==> config.mk <==
export PLATFORM = sky130hd
export DESIGN_NAME = alu_arbiter
export DESIGN_NICKNAME = d
export VERILOG_FILES = /design/src/rtl/alu_pkg.sv /design/src/rtl/rr_arb2.sv /design/src/rtl/alu_arbiter.sv
export SDC_FILE = /design/constraint.sdc
export NUM_CORES = 1
export LEC_CHECK = 0
export BUFFER_PORTS_ARGS = -buffer_cell sky130_fd_sc_hd__buf_4
export CORE_MARGIN = 2
export CORE_UTILIZATION = 45
export CTS_CLUSTER_DIAMETER = 200
export DETAILED_ROUTE_END_ITERATION = 16
export PLACE_DENSITY_LB_ADDON = 0.3
export SLEW_MARGIN = 20
export SYNTH_ARGS = -nofsm -noshare
export SYNTH_HDL_FRONTEND = slang
export SYNTH_SLANG_ARGS = --single-unit
==> constraint.sdc <==
create_clock -name clk -period 2.6 [get_ports clk]
set_input_delay 0.52 -clock clk [delete_from_list [all_inputs] [get_ports clk]]
set_output_delay 0.52 -clock clk [all_outputs]
set_load 0.1 [all_outputs]
==> src/rtl/alu_pkg.sv <==
// Shared opcode constants, FSM state encoding and defaults for the shared-ALU arbiter.
package alu_pkg;

    localparam int unsigned OP_W        = 4;
    localparam int unsigned MUL_LAT_DEF = 3;

    localparam logic [OP_W-1:0] ALU_ADD = 4'd0;
    localparam logic [OP_W-1:0] ALU_SUB = 4'd1;
    localparam logic [OP_W-1:0] ALU_MUL = 4'd2;
    localparam logic [OP_W-1:0] ALU_AND = 4'd3;
    localparam logic [OP_W-1:0] ALU_OR  = 4'd4;

    typedef enum logic [1:0] {
        IDLE = 2'd0,
        EXEC = 2'd1,
        RESP = 2'd2
    } state_t;

    // Only MUL uses the long latency; every other code completes in one cycle.
    function automatic logic is_mul(input logic [OP_W-1:0] op);
        return op == ALU_MUL;
    endfunction

endpackage

==> src/rtl/rr_arb2.sv <==
// Two-way round-robin grant: on contention, the requester not granted last wins.
module rr_arb2 (
    input  logic [1:0] req,
    input  logic       last_grant,
    input  logic       en,
    output logic       grant_valid,
    output logic       grant_id
);

    assign grant_valid = en && (req != 2'b00);

    always_comb begin
        grant_id = req[1];
        if (req == 2'b11) begin
            grant_id = ~last_grant;
        end
    end

endmodule

==> src/rtl/alu_arbiter.sv <==
// Shares one external ALU between two requesters: arbitrate, hold operands for the
// opcode latency, capture the result and return it on a tagged response channel.
module alu_arbiter
    import alu_pkg::*;
#(
    parameter int unsigned WIDTH   = 32,
    parameter int unsigned MUL_LAT = MUL_LAT_DEF
) (
    input  logic             clk,
    input  logic             rst_n,

    input  logic             req0_valid,
    output logic             req0_ready,
    input  logic [OP_W-1:0]  req0_op,
    input  logic [WIDTH-1:0] req0_a,
    input  logic [WIDTH-1:0] req0_b,

    input  logic             req1_valid,
    output logic             req1_ready,
    input  logic [OP_W-1:0]  req1_op,
    input  logic [WIDTH-1:0] req1_a,
    input  logic [WIDTH-1:0] req1_b,

    output logic             rsp_valid,
    input  logic             rsp_ready,
    output logic             rsp_id,
    output logic [WIDTH-1:0] rsp_result,
    output logic             rsp_zero,
    output logic             rsp_overflow,

    output logic [OP_W-1:0]  alu_control,
    output logic [WIDTH-1:0] alu_oper1,
    output logic [WIDTH-1:0] alu_oper2,
    input  logic [WIDTH-1:0] alu_result,
    input  logic             alu_overflow,

    output logic             busy
);

    localparam int unsigned CNT_W = $clog2(MUL_LAT) + 1;

    state_t           state;
    state_t           state_nxt;
    logic [CNT_W-1:0] cnt;
    logic             last_grant;

    logic             arb_en_c;
    logic             grant_valid;
    logic             grant_id;
    logic [OP_W-1:0]  sel_op;
    logic [WIDTH-1:0] sel_a;
    logic [WIDTH-1:0] sel_b;
    logic [CNT_W-1:0] lat_m1;

    // Readys depend on the valids in the same cycle and are forced low under reset.
    assign arb_en_c = (state == IDLE) && rst_n;

    rr_arb2 u_rr_arb2 (
        .req         ({req1_valid, req0_valid}),
        .last_grant  (last_grant),
        .en          (arb_en_c),
        .grant_valid (grant_valid),
        .grant_id    (grant_id)
    );

    assign req0_ready = grant_valid && !grant_id;
    assign req1_ready = grant_valid &&  grant_id;

    assign sel_op = grant_id ? req1_op : req0_op;
    assign sel_a  = grant_id ? req1_a  : req0_a;
    assign sel_b  = grant_id ? req1_b  : req0_b;
    assign lat_m1 = is_mul(sel_op) ? CNT_W'(MUL_LAT - 1) : '0;

    assign rsp_valid = (state == RESP);
    assign busy      = (state != IDLE);

    // State register
    always_ff @(posedge clk or negedge rst_n) begin
        if (!rst_n) begin
            state <= IDLE;
        end else begin
            state <= state_nxt;
        end
    end

    // Next-state logic
    always_comb begin
        state_nxt = state;
        case (state)
            IDLE: if (grant_valid)     state_nxt = EXEC;
            EXEC: if (cnt == '0)       state_nxt = RESP;
            RESP: if (rsp_ready)       state_nxt = IDLE;
            default:                   state_nxt = IDLE;
        endcase
    end

    // Operand drive, latency counter and response capture
    always_ff @(posedge clk or negedge rst_n) begin
        if (!rst_n) begin
            alu_control  <= '0;
            alu_oper1    <= '0;
            alu_oper2    <= '0;
            rsp_id       <= 1'b0;
            rsp_result   <= '0;
            rsp_zero     <= 1'b0;
            rsp_overflow <= 1'b0;
            cnt          <= '0;
            last_grant   <= 1'b1;
        end else begin
            case (state)
                IDLE: begin
                    if (grant_valid) begin
                        alu_control <= sel_op;
                        alu_oper1   <= sel_a;
                        alu_oper2   <= sel_b;
                        rsp_id      <= grant_id;
                        last_grant  <= grant_id;
                        cnt         <= lat_m1;
                    end
                end
                EXEC: begin
                    if (cnt == '0) begin
                        rsp_result   <= alu_result;
                        rsp_overflow <= alu_overflow;
                        rsp_zero     <= (alu_result == '0);
                    end else begin
                        cnt <= cnt - CNT_W'(1);
                    end
                end
                default: ;
            endcase
        end
    end

endmodule
== Word-level counts from Yosys, hierarchy flattened ==
Index checks and enable logic that the tools add are counted.

* Word-level logic and storage cells: 47
* Output and inout bits: 107
* Register bits: 109
* Bits of input ports: 174

* Bitwise logic cells: 1
* Eq/ne operators: 8
* Multiplexer cells: 12
* Add/sub/neg operators: 1
* Reductions and logical operators: 15

{| class="wikitable"
|+ Operator list
! kind !! number
|-
| $mux W32 || 2
|-
| $logic_not A32 Y1 || 1
|-
| $mux W2 || 4
|-
| $mux W3 || 2
|-
| $ne A2 B2 Y1 const B || 3
|-
| $pmux W2 S3 || 1
|-
| $pmux W3 S2 || 1
|-
| $reduce_and A3 Y1 || 2
|-
| $reduce_bool A2 Y1 || 3
|-
| $eq A2 B2 Y1 const B || 2
|-
| $eq A4 B2 Y1 const B || 1
|-
| $logic_and A1 B1 Y1 || 4
|-
| $mux W4 || 1
|-
| $reduce_and A2 Y1 || 2
|-
| $logic_not A3 Y1 || 1
|-
| $sub A3 B1 Y3 const B || 1
|-
| $eq A2 B1 Y1 const B || 1
|-
| $logic_not A2 Y1 || 1
|-
| $ne A2 B1 Y1 const B || 1
|-
| $logic_not A1 Y1 || 1
|-
| $mux W1 || 1
|-
| $not A1 Y1 || 1
|}

== Depth between registers and ports, before layout ==
* Depth after elaboration: 7
* Mapped depth: 7
* Gate-level depth less buffers: 6

== Hierarchy ==
A second synthesis with hierarchy kept.

* Cell total of the unflattened synthesis: 492
* Area total of the unflattened synthesis: 4912.2 µm²

{| class="wikitable"
|+ By module, submodules not included
! module !! area an instance (µm²) !! sequential area each (µm²) !! times used !! cells each
|-
| alu_arbiter || 4893.4 || 2728.9 || 1 || 490
|-
| rr_arb2 || 18.8 || 0.0 || 1 || 2
|}

== Least setup slack after synthesis ==
No wires, ideal clock.

* Kind: register to output
* From: reg state[1]
* To: out req0_ready
* Arrival: 2.284 ns
* Setup slack: -0.204 ns
* Path buffers: 2
* Required time: 2.080 ns
* Stages on the path, launching flop included: 6
* Cells stage by stage: dfrtp_1 > nor2_2 > o211ai_4 > buf_6 > buf_2 > nor2_1

* Cells in the longest elaborated chain, start to end: 4

{| class="wikitable"
|+ RTL lines
! element !! line !! source
|-
| start, declared || alu_arbiter.sv:42 || <nowiki>state_t state;</nowiki>
|-
| start signal, assigned || alu_arbiter.sv:82 || <nowiki>state <= state_nxt;</nowiki>
|-
| $logic_not A2 Y1 || alu_arbiter.sv:56 || <nowiki>assign arb_en_c = (state == IDLE) && rst_n;</nowiki>
|-
| $logic_and A1 B1 Y1 || alu_arbiter.sv:56 ||
|-
| $logic_and A1 B1 Y1 || rr_arb2.sv:10 || <nowiki>assign grant_valid = en && (req != 2'b00);</nowiki>
|-
| $logic_and A1 B1 Y1 || alu_arbiter.sv:66 || <nowiki>assign req0_ready = grant_valid && !grant_id;</nowiki>
|-
| end, declared || alu_arbiter.sv:13 || <nowiki>output logic req0_ready,</nowiki>
|}

Every way passes these cells.

== Final worst setup path ==
* From: in rst_n
* To: out req1_ready

* Cells in the longest elaborated chain, start to end: 3

{| class="wikitable"
|+ RTL lines
! element !! line !! source
|-
| start, declared || alu_arbiter.sv:10 || <nowiki>input logic rst_n,</nowiki>
|-
| $logic_and A1 B1 Y1 || alu_arbiter.sv:56 ||
|-
| $logic_and A1 B1 Y1 || rr_arb2.sv:10 ||
|-
| $logic_and A1 B1 Y1 || alu_arbiter.sv:67 || <nowiki>assign req1_ready = grant_valid && grant_id;</nowiki>
|-
| end, declared || alu_arbiter.sv:19 || <nowiki>output logic req1_ready,</nowiki>
|}

Every way passes these cells.

==> results.yml <==
status:
  status: "finished clean"
sta:
  slew_headroom: 0.5480
  fin_skew_ns: 0.008815
  tns_ns: 0
  finalMaxSlewViolations: 0
  period_minus_slack_ns: 2.362
  tightest_slew_ns: 0.6780
  fmax_ghz: 0.4233
  period_share: 0.9086
  hold_violations: 0
  hold_slack_ns: 0.3558
  setup_viol: 0
  rsz0062_at_grt: "false"
detailed_routing:
  viasPerCell: 4.983
  wl_per_cell_um: 15.38
  drtAntennaViolNets: 0
  drc: 0
  dr.first_iter.drc_count: 248
  vias: 4485
  dr.pass1.iters: 4
  routed_wl_mm: 13.84
worst_setup_path:
  crit_family: "buffers and inverters"
  path_class: "primary input to output port"
  endpoint_kind: "output port"
  slowest_stage: "dlygate4sd3_1"
  critPathMaxStageDelay_ns: 0.53
  path_depth: 5
  cp_max_fo: 7
  reg2reg_depth: 6
  cp-start-kind: "primary input"
  cp_data_arrival_time_ns: 1.84
  crit_top_cell: "buf_4"
  crit_required_ns: 2.08
  path_buf_inv: 3
  crit_chain: "dlygate4sd3_1 > buf_4 > o211ai_4 > nor2b_2 > buf_4"
grt:
  gr-total-overflow: 0
  grt_pass1_vias: 4358
  antenna_found_initial: 0
  grt_pass1_wl_mm: 21.09
  grt_max_degree: 142
  grt_usage: 0.2300
yosys:
  synth_seq_cells: 109
  syn_avg_cell_area_sq_um: 10.16
  async_flop_share: 1.000
  synth_ff_type: "dfrtp_1"
  synth.distinct_cells: 33
  synthesis.nets: 662
  ys_seq_area_frac: 0.5526
  synth_edf_count: 0
  synth.largest_area_cell: "dfrtp_1"
  synthTopCellsByArea: "dfrtp_1 55%, mux2i_1 14%, nand2_1 13%, o21ai_1 6.9%, buf_8 2.1%"
  synth_cells: 486
  yosys_warnings: 0
  syn_area_sq_mm: 0.004938
  synth_top_cell_area_share: 0.5473
cts:
  cts_tree: "done"
  clock-sinks: 109
  clkLatencyLatePin_ns: 0.36
  cts.path.max_buffers: 2
  cts_root_buf: "clkbuf_8"
  hold_buffers: 1
  cts-resized-gates: 0
  cts_buffers: 9
  htreeDepth: 3
  clkSlewWorstSetupHoldPaths_ns: 0.10
  cts_setup_buffers: 0
cells_and_area:
  fillers: 845
  syn2layout_area_growth_pct: 47.99
  multi_input_area_sq_mm: 0.001974
  regArea_sq_mm: 0.002729
  layout.cells.non_filler: 900
  drive_gt1_frac: 0.4105
  num_antenna_cells: 0
  layout_commonest_cell: "buf_4"
  final_cell_mix: "284 x buf_4, 172 x nand2_1, 108 x dfrtp_1"
  nets: 931
job:
  maxCapViolCount: 0
floorplanning:
  die_area_sq_mm: 0.01183
  die_w_um: 108.8
  std_cell_rows: 38
  initial_core_util: 0.4576
  pin_count: 281
  die-height_um: 108.8
  coreArea_sq_mm: 0.01079
placement:
  place_inst: 883
  io_buffers: 280
  gp_congestion: 0.8264
  hpwl_mm: 10.64
worst_hold_path:
  hold_path_depth: 3
  holdCritPathClass: "primary input to flop"
## sequential cells by signal (all words and copies together) (netlist names)
signal	count
last_grant	1
alu_control	4
rsp_result	32
rsp_id	1
cnt	3
alu_oper1	32
state	2
rsp_zero	1
alu_oper2	32
rsp_overflow	1
## path summary, 6_finish.rpt
kind	startpoint	endpoint	slack, ns
max	rst_n	req1_ready	0.24
min	alu_result[24]	rsp_result[24]$_DFFE_PN0P_	0.36
max reg2reg	cnt[0]$_DFFE_PN0P_	rsp_result[6]$_DFFE_PN0P_	0.88
min reg2reg	rsp_result[18]$_DFFE_PN0P_	rsp_result[18]$_DFFE_PN0P_	0.49
max in group asynchronous	rst_n	alu_oper2[26]$_DFFE_PN0P_	1.21
min in group asynchronous	rst_n	rsp_result[18]$_DFFE_PN0P_	0.51
## tightest hold or removal path: stages
cell and delay, ns:
buf_4 0.08, nand2_1 0.04, nand2_1 0.04
## cell usage after synthesis, drive strengths merged, types with 2 or more instances
| master | instances |
|---|---|
| ha | 2 |
| nor2 | 2 |
| buf | 21 |
| nand2 | 172 |
| nor4 | 9 |
| clkbuf | 8 |
| inv | 4 |
| a21o | 2 |
| nor2b | 2 |
| mux2i | 68 |
| o21ai | 70 |
| a21boi | 2 |
| nand2b | 3 |
| nand4 | 2 |
| dfrtp | 108 |
## stage by stage
stage / cell area, sq um / util / worst slack, ns
2_1_floorplan: 4941 / - / 0.2555
5_1_grt: 7308 / 0.6771 / 0.1818
3_3_place_gp: 7066 / 0.6546 / 0.7159
4_1_cts: 7308 / 0.6771 / 0.2249
3_5_place_dp: 7066 / 0.6546 / 0.6898
6_report: 7308 / 0.6771 / 0.2376
## layout make-up
cell class	instances	share of cell area
Inverter	4	0.002054
Clock buffer	11	0.02072
Clock inverter	5	0.01113
Sequential cell	109	0.3734
Multi-Input combinational cell	344	0.2702
Tap cell	140	0.02397
Timing Repair Buffer	287	0.2986
## cells by family after synthesis
family	share of synthesized area
AOI/OAI and AO/OA	0.08817
and+or+nand+nor	0.1654
buffers and inverters	0.05092
adders and majority gates	0.005066
DFF	0.5526
muxes	0.1378
## routing by layer
layer,vias to the layer above,wire [um],GRT usage
li1,2162,-,-
met4,0,295,0.08791
met5,-,0,0
met1,2101,5144,0.2639
met3,24,1318,0.07472
met2,198,7084,0.3996
Power is not shown: default switching activity piles up to over one toggle a cycle in this logic, so the estimate is an artifact.
